### src/rtl/aead_pkg.sv
`default_nettype none
// ============================================================================
// Module   : aead_pkg
// Brief    : Shared types, widths and keep helpers for the AEAD stream packer.
// Revision : 1.0
// ============================================================================
package aead_pkg;

    localparam int BLK_W       = 128;
    localparam int KEEP_W      = 16;
    localparam int LEN_FIELD_W = 64;

    typedef enum logic [1:0] {
        IDLE = 2'd0,
        AAD  = 2'd1,
        PLD  = 2'd2,
        LEN  = 2'd3
    } state_e;

    function automatic logic [4:0] keep_popcount(input logic [KEEP_W-1:0] keep);
        logic [4:0] n;
        n = '0;
        for (int i = 0; i < KEEP_W; i++) begin
            n = n + {4'd0, keep[i]};
        end
        return n;
    endfunction

    // Contiguous from bit 0 means keep is of the form 0..01..1.
    function automatic logic keep_is_contiguous(input logic [KEEP_W-1:0] keep);
        return (keep & (keep + KEEP_W'(1))) == '0;
    endfunction

endpackage
`default_nettype wire

### src/rtl/block_packer.sv
`default_nettype none
// ============================================================================
// Module   : block_packer
// Brief    : Gathers narrow words into a 128-bit block and holds it in a
//            valid/ready output register.
// Revision : 1.0
// ============================================================================
module block_packer
    import aead_pkg::*;
#(
    parameter int IN_W = 32
) (
    input  logic                clk,
    input  logic                rst,
    input  logic                in_fire,
    input  logic [IN_W-1:0]     in_data,
    input  logic [IN_W/8-1:0]   in_keep,
    input  logic                in_last,
    output logic                accept_ok,
    input  logic                out_ready,
    output logic                out_valid,
    output logic [BLK_W-1:0]    out_data,
    output logic [KEEP_W-1:0]   out_keep,
    output logic                out_last
);

    localparam int WPB    = BLK_W / IN_W;
    localparam int KW     = IN_W / 8;
    localparam int WIDX_W = (WPB > 1) ? $clog2(WPB) : 1;
    localparam logic [WIDX_W-1:0] LAST_IDX = WIDX_W'(WPB - 1);

    logic [WIDX_W-1:0] widx_q, widx_d;
    logic [BLK_W-1:0]  acc_data_q, acc_data_d;
    logic [KEEP_W-1:0] acc_keep_q, acc_keep_d;
    logic              out_valid_q, out_valid_d;
    logic [BLK_W-1:0]  out_data_q, out_data_d;
    logic [KEEP_W-1:0] out_keep_q, out_keep_d;
    logic              out_last_q, out_last_d;

    logic              closing_pos;
    logic [BLK_W-1:0]  wr_data;
    logic [KEEP_W-1:0] wr_keep;

    // A closing word may only enter when the output register is free or draining now.
    assign closing_pos = (widx_q == LAST_IDX) || in_last;
    assign accept_ok   = !(out_valid_q && !out_ready && closing_pos);

    always_comb begin
        wr_data     = acc_data_q;
        wr_keep     = acc_keep_q;
        widx_d      = widx_q;
        acc_data_d  = acc_data_q;
        acc_keep_d  = acc_keep_q;
        out_valid_d = out_valid_q;
        out_data_d  = out_data_q;
        out_keep_d  = out_keep_q;
        out_last_d  = out_last_q;

        for (int k = 0; k < WPB; k++) begin
            if (widx_q == WIDX_W'(k)) begin
                wr_data[k*IN_W +: IN_W] = in_data;
                wr_keep[k*KW +: KW]     = in_keep;
            end
        end

        if (out_valid_q && out_ready) begin
            out_valid_d = 1'b0;
        end

        if (in_fire) begin
            if (closing_pos) begin
                out_valid_d = 1'b1;
                out_data_d  = wr_data;
                out_keep_d  = wr_keep;
                out_last_d  = in_last;
                acc_data_d  = '0;
                acc_keep_d  = '0;
                widx_d      = '0;
            end else begin
                acc_data_d  = wr_data;
                acc_keep_d  = wr_keep;
                widx_d      = widx_q + WIDX_W'(1);
            end
        end
    end

    always_ff @(posedge clk) begin
        if (rst) begin
            widx_q      <= '0;
            acc_data_q  <= '0;
            acc_keep_q  <= '0;
            out_valid_q <= 1'b0;
            out_data_q  <= '0;
            out_keep_q  <= '0;
            out_last_q  <= 1'b0;
        end else begin
            widx_q      <= widx_d;
            acc_data_q  <= acc_data_d;
            acc_keep_q  <= acc_keep_d;
            out_valid_q <= out_valid_d;
            out_data_q  <= out_data_d;
            out_keep_q  <= out_keep_d;
            out_last_q  <= out_last_d;
        end
    end

    assign out_valid = out_valid_q;
    assign out_data  = out_data_q;
    assign out_keep  = out_keep_q;
    assign out_last  = out_last_q;

endmodule
`default_nettype wire

### src/rtl/aead_stream_packer.sv
`default_nettype none
// ============================================================================
// Module   : aead_stream_packer
// Brief    : Packs an AAD + payload word stream into 128-bit blocks for the
//            ChaCha20-Poly1305 core and emits the trailing length block.
// Revision : 1.0
// ============================================================================
module aead_stream_packer
    import aead_pkg::*;
#(
    parameter int IN_W  = 32,
    parameter int CNT_W = 64
) (
    input  logic                clk,
    input  logic                rst,
    input  logic                start,
    input  logic                aad_empty,
    input  logic                pld_empty,
    input  logic                in_valid,
    input  logic [IN_W-1:0]     in_data,
    input  logic [IN_W/8-1:0]   in_keep,
    input  logic                in_last,
    output logic                in_ready,
    output logic                aad_valid,
    output logic [BLK_W-1:0]    aad_data,
    output logic [KEEP_W-1:0]   aad_keep,
    input  logic                aad_ready,
    output logic                pld_valid,
    output logic [BLK_W-1:0]    pld_data,
    output logic [KEEP_W-1:0]   pld_keep,
    input  logic                pld_ready,
    output logic                len_valid,
    output logic [BLK_W-1:0]    len_block,
    input  logic                len_ready,
    output logic                busy,
    output logic                done,
    output logic                proto_err
);

    state_e            state_q, state_d;
    logic              pld_empty_q, pld_empty_d;
    logic              seg_done_q, seg_done_d;
    logic              proto_err_q, proto_err_d;
    logic [CNT_W-1:0]  aad_cnt_q, aad_cnt_d;
    logic [CNT_W-1:0]  pld_cnt_q, pld_cnt_d;

    logic              in_fire;
    logic              blk_accept_ok;
    logic              blk_ready;
    logic              blk_valid;
    logic              blk_last;
    logic [BLK_W-1:0]  blk_data;
    logic [KEEP_W-1:0] blk_keep;
    logic              blk_hs;
    logic [KEEP_W-1:0] keep_ext;
    logic              keep_bad;

    assign keep_ext  = KEEP_W'(in_keep);
    assign keep_bad  = !keep_is_contiguous(keep_ext) || (keep_ext == '0) ||
                       (!in_last && !(&in_keep));

    // seg_done blocks further input once the segment's last word is in.
    assign in_ready  = ((state_q == AAD) || (state_q == PLD)) && !seg_done_q && blk_accept_ok;
    assign in_fire   = in_valid && in_ready;
    assign blk_ready = (state_q == AAD) ? aad_ready :
                       (state_q == PLD) ? pld_ready : 1'b0;
    assign blk_hs    = blk_valid && blk_ready;

    block_packer #(
        .IN_W (IN_W)
    ) u_block_packer (
        .clk       (clk),
        .rst       (rst),
        .in_fire   (in_fire),
        .in_data   (in_data),
        .in_keep   (in_keep),
        .in_last   (in_last),
        .accept_ok (blk_accept_ok),
        .out_ready (blk_ready),
        .out_valid (blk_valid),
        .out_data  (blk_data),
        .out_keep  (blk_keep),
        .out_last  (blk_last)
    );

    always_comb begin
        state_d     = state_q;
        pld_empty_d = pld_empty_q;
        seg_done_d  = seg_done_q;
        proto_err_d = proto_err_q;
        aad_cnt_d   = aad_cnt_q;
        pld_cnt_d   = pld_cnt_q;

        case (state_q)
            IDLE: begin
                if (start) begin
                    pld_empty_d = pld_empty;
                    seg_done_d  = 1'b0;
                    proto_err_d = 1'b0;
                    aad_cnt_d   = '0;
                    pld_cnt_d   = '0;
                    state_d     = !aad_empty ? AAD : (!pld_empty ? PLD : LEN);
                end
            end
            AAD: begin
                if (blk_hs && blk_last) begin
                    seg_done_d = 1'b0;
                    state_d    = pld_empty_q ? LEN : PLD;
                end
            end
            PLD: begin
                if (blk_hs && blk_last) begin
                    seg_done_d = 1'b0;
                    state_d    = LEN;
                end
            end
            LEN: begin
                if (len_ready) begin
                    state_d = IDLE;
                end
            end
            default: state_d = IDLE;
        endcase

        if (in_fire) begin
            if (in_last) begin
                seg_done_d = 1'b1;
            end
            if (keep_bad) begin
                proto_err_d = 1'b1;
            end
            if (state_q == AAD) begin
                aad_cnt_d = aad_cnt_q + CNT_W'(keep_popcount(keep_ext));
            end else begin
                pld_cnt_d = pld_cnt_q + CNT_W'(keep_popcount(keep_ext));
            end
        end
    end

    always_ff @(posedge clk) begin
        if (rst) begin
            state_q     <= IDLE;
            pld_empty_q <= 1'b0;
            seg_done_q  <= 1'b0;
            proto_err_q <= 1'b0;
            aad_cnt_q   <= '0;
            pld_cnt_q   <= '0;
        end else begin
            state_q     <= state_d;
            pld_empty_q <= pld_empty_d;
            seg_done_q  <= seg_done_d;
            proto_err_q <= proto_err_d;
            aad_cnt_q   <= aad_cnt_d;
            pld_cnt_q   <= pld_cnt_d;
        end
    end

    assign aad_valid = (state_q == AAD) && blk_valid;
    assign aad_data  = (state_q == AAD) ? blk_data : '0;
    assign aad_keep  = (state_q == AAD) ? blk_keep : '0;
    assign pld_valid = (state_q == PLD) && blk_valid;
    assign pld_data  = (state_q == PLD) ? blk_data : '0;
    assign pld_keep  = (state_q == PLD) ? blk_keep : '0;
    assign len_valid = (state_q == LEN);
    assign len_block = {LEN_FIELD_W'(pld_cnt_q), LEN_FIELD_W'(aad_cnt_q)};
    assign busy      = (state_q != IDLE);
    assign done      = len_valid && len_ready;
    assign proto_err = proto_err_q;

endmodule
`default_nettype wire

### config.mk
export PLATFORM = sky130hd
export DESIGN_NAME = aead_stream_packer
export DESIGN_NICKNAME = d
export VERILOG_FILES = /design/src/rtl/aead_pkg.sv /design/src/rtl/block_packer.sv /design/src/rtl/aead_stream_packer.sv
export SDC_FILE = /design/constraint.sdc
export NUM_CORES = 1
export LEC_CHECK = 0
export CORE_UTILIZATION = 51
export CTS_CLUSTER_DIAMETER = 40
export DETAILED_ROUTE_END_ITERATION = 7
export GPL_TIMING_DRIVEN = 0
export PLACE_DENSITY = 0.9
export SYNTH_ARGS = -nofsm -noshare
export SYNTH_HDL_FRONTEND = slang
export SYNTH_HIERARCHICAL = 1
export SYNTH_SLANG_ARGS = --single-unit
### constraint.sdc
create_clock -name clk -period 5.45 [get_ports clk]
set_clock_uncertainty 0.05 [all_clocks]
set_input_delay 1.09 -clock clk [delete_from_list [all_inputs] [get_ports clk]]
set_output_delay 1.09 -clock clk [all_outputs]
set_load 0.05 [all_outputs]
==> results by group <==
Finish
  • Commonest non-fill, non-tap cell in the layout: clkdlybuf4s50_1
  • Area Growth Syn to Fin: 34.7%
  • Share of layout cells above drive strength 1: between 6 and 7%
  • Fin nets: just over 3,000
  • Final instance area: 28,400 µm²
  • Commonest cells after routing, fill and taps aside: 467 x clkdlybuf4s50_1, 425 x dfxtp_1, 337 x and2_1

Synthesis
  • Post-synth EDFFs: 0
  • #FFs+latches synth: about 430
  • Sequential area share after synthesis: 40.3%
  • Post-synthesis net count: approximately 2,600
  • Synthesis warning total: 6
  • Ys async rst share: 0%
  • Syn Std Cell Area: about 21,000 µm²
  • Predominant post-synthesis flop cell: dfxtp_1
  • Netlist cell types: 69
  • Synth Instances: 2,488
  • Syn_area_per_cell: approximately 8.5 µm²

GRT
  • First-pass GRT wire length: between 100 and 150 mm
  • Grt ovf: 0
  • Total track usage: 39.8%
  • Vias in the first global route: around 22,000
  • Initial antenna violation count: 8
  • Largest net degree at the start of global routing: 17

Setup path
  • Crit end category: primary output
  • Worst path cell trace: inv_1, ha_1, buf_6, clkbuf_1, clkbuf_1, clkbuf_1, and2_1, clkdlybuf4s50_1
  • Required time of the critical path: 4.31 ns
  • WS Path Type: flop to primary output
  • Critical Path Max Stage Delay: ~0.9 ns
  • Crit start category: flop
  • Cell mode on critical path: clkbuf_1
  • Max FO, Critical Path: 10
  • CP Data Arrival Time: about 4.2 ns
  • CP max-delay cell: clkbuf_1

Floorplan
  • Core ar.: between 40,000 and 50,000 µm²
  • Die area: ~42,000 µm²
  • Initial Util: 51.7%
  • Row Count: 74
  • Die height: approximately 210 µm
  • Die extent in x: between 200 and 250 µm
  • # IOs: 469

Outcome
  • Run status: completed

Drt
  • Vias per inst: about 6.3
  • Routed WL per cell: 24.1 µm
  • # DRC: 0
  • TritonRoute pass-1 iters: 8
  • DR iter-0 viols: 2,920
  • Post-route ant nets: 0
  • Via count: 22,784
  • Routed WL: 86.7 mm

CTS
  • Root Buffer: clkbuf_16
  • Clock transition at the registers of the reported paths: roughly 0.060 ns
  • Clock sinks: 425
  • Max Buffers Root-to-Sink: 3
  • CTS Buf Count: 55
  • Post-cts hold buffer count: 0
  • CTS tree: built
  • H-tree Lvls: 2
  • Clock Latency Late Sink: about 0.63 ns

Timing
  • Final hold vios: 0
  • Final worst-path cycle share: 98.2%
  • Slew Limit Fails: 0
  • Worst-Margin Slew: 1.27 ns
  • Min cycle time layout: around 5.4 ns
  • RSZ-0062 raised after global routing: no
  • Setup violators final: 0
  • Worst hold slack: a little over 0.4 ns
  • Slew headroom: 15.3%
  • Max Clock Freq: 187 MHz

Place
  • Post-DP HPWL: about 64 mm
  • Port bufs: ~470
  • Final GP Congestion: slightly below 1
  • DP Area: ~26,000 µm²

Min path
  • Class of the worst hold path: flop to flop

Power and ir drop
  • Logic pwr share: 31.4%
  • Leakage: 9.82 nW
  • PD cells: ~380 nW/µm²
  • Internal Power: 6.66 mW
  • Switch share: between 30% and 40%
  • Peak supply drop: 0.274 mV
  • Flop pwr share: between 30% and 40%
  • Clock power share: roughly a third
  • Sw Pwr: between 4 and 5 mW

Run
  • Number of max-cap violations: 0
-- cell families (layout without fill, tap and decap cells) --
kind of cell    Yosys count  after routing  share of synthesized area [%]
xor+xnor                  9              9                          0.373
flops                   425            425                           40.3
compound gates          527            527                           17.6
fa+ha+maj                21             21                           1.35
simple gates           1130           1130                           27.9
mux                     152            152                           7.21
buf+inv                 224            791                           5.23
other cells               0              6                              0
-- worst max-delay path, delay by kind of cell (launching register included) --
kind	cells	cell delay [ns]
buffers and inverters	6	2.80
DFF	1	0.33
and+or+nand+nor	1	0.26
adders and majority gates	1	0.18
-- stage by stage --
step	setup TNS, ns	power, mW	instances	utilization (%)	worst slack, ns
3_5_place_dp	-3.35	7.03	3488	64.8	-0.346
3_3_place_gp	-1.20	6.92	3487	64.8	-0.204
5_1_grt	0	11.2	3590	69.6	0.0159
2_1_floorplan	0	5.73	2488	-	1.21
4_1_cts	0	10.8	3587	69.6	0.178
6_report	0	10.9	3593	69.6	0.0983
-- power by group through the flow --
stage | combinational [mW] | sequential, mW | clock, mW
2_1_floorplan | 2.13 | 3.60 | 0
3_3_place_gp | 3.20 | 3.72 | 0
3_5_place_dp | 3.30 | 3.73 | 0
4_1_cts | 3.34 | 3.67 | 3.78
5_1_grt | 3.58 | 3.71 | 3.93
6_report | 3.42 | 3.70 | 3.79
-- routing by layer --
| layer | vias up | track usage (%) | share of wire (%) |
|---|---|---|---|
| li1 | 9965 | - | - |
| met3 | 329 | 8.71 | 10 |
| met4 | 4 | 24.8 | 6.1 |
| met5 | - | 0 | 0.024 |
| met2 | 1602 | 64.1 | 46 |
| met1 | 10884 | 48.0 | 38 |
-- worst paths after layout --
path	startpoint	endpoint	slack (ns)	cells after the start
worst max register to register	state_q[1]	u_block_packer/out_data[35]	0.79	15
worst min register to register	u_block_packer/acc_data_q[116]	u_block_packer/acc_data_q[116]	0.41	1
worst max-delay path	state_q[1]	aad_data[79]	0.1	8
worst min-delay path	u_block_packer/acc_data_q[116]	u_block_packer/acc_data_q[116]	0.41	1
-- cell usage after synthesis (4+ instances only) --
library cell  instances  area share (%)
dfxtp_1             425              40
and2_1              337              10
nor2_1              336             6.0
mux2i_1             151             7.2
nand2_1             149             2.6
a211oi_1            142             5.0
clkbuf_1            119             2.1
a22oi_1             111             3.9
nand3_1              81             1.9
a21oi_1              64             1.5
o21ai_0              63             1.5
nand4_1              49             1.5
a31oi_1              46             1.4
buf_2                40            0.95
or4_1                32             1.1
nor3_1               31            0.73
inv_1                23            0.41
o211ai_1             23            0.82
buf_4                22            0.78
nor4_1               19            0.56
ha_1                 18             1.1
and3_1               17            0.50
buf_6                16            0.85
and4_1               15            0.62
or3_1                12            0.36
a311oi_1             11            0.46
o41ai_1               9            0.37
nand2b_1              8            0.24
a211oi_2              7            0.41
a21o_1                7            0.25
nor2b_1               7            0.21
nor3b_1               7            0.25
or2_2                 7            0.21
o311ai_0              6            0.25
o31ai_1               6            0.21
o21a_1                5            0.18
xor2_1                5            0.21
nand4b_1              4            0.17
xnor2_1               4            0.17
-- repair_timing --
action	CTS	global route
buffers inserted	0	0
resized for setup	0	1
endpoints found under the setup margin	0	2
-- state kept, by name (all words and copies together) (netlist names), 2 cells and up --
register / count
u_block_packer/acc_keep_q: 16
u_block_packer/widx_q: 2
pld_cnt_q: 64
u_block_packer/out_keep: 16
state_q: 2
aad_cnt_q: 64
u_block_packer/acc_data_q: 128
u_block_packer/out_data: 128
-- cell type report --
type,instances,area (µm²)
repair buffers,468,4690
clock buffers,67,1500
flip-flops and latches,425,8510
multi-input cells,1839,11500
diodes,6,15.0
inverters,23,86.3
clock inverters,32,425
plain buffers,201,1020
fillers,3044,12400
well taps,532,666
Note: power is estimated with default switching activity, not from simulation.
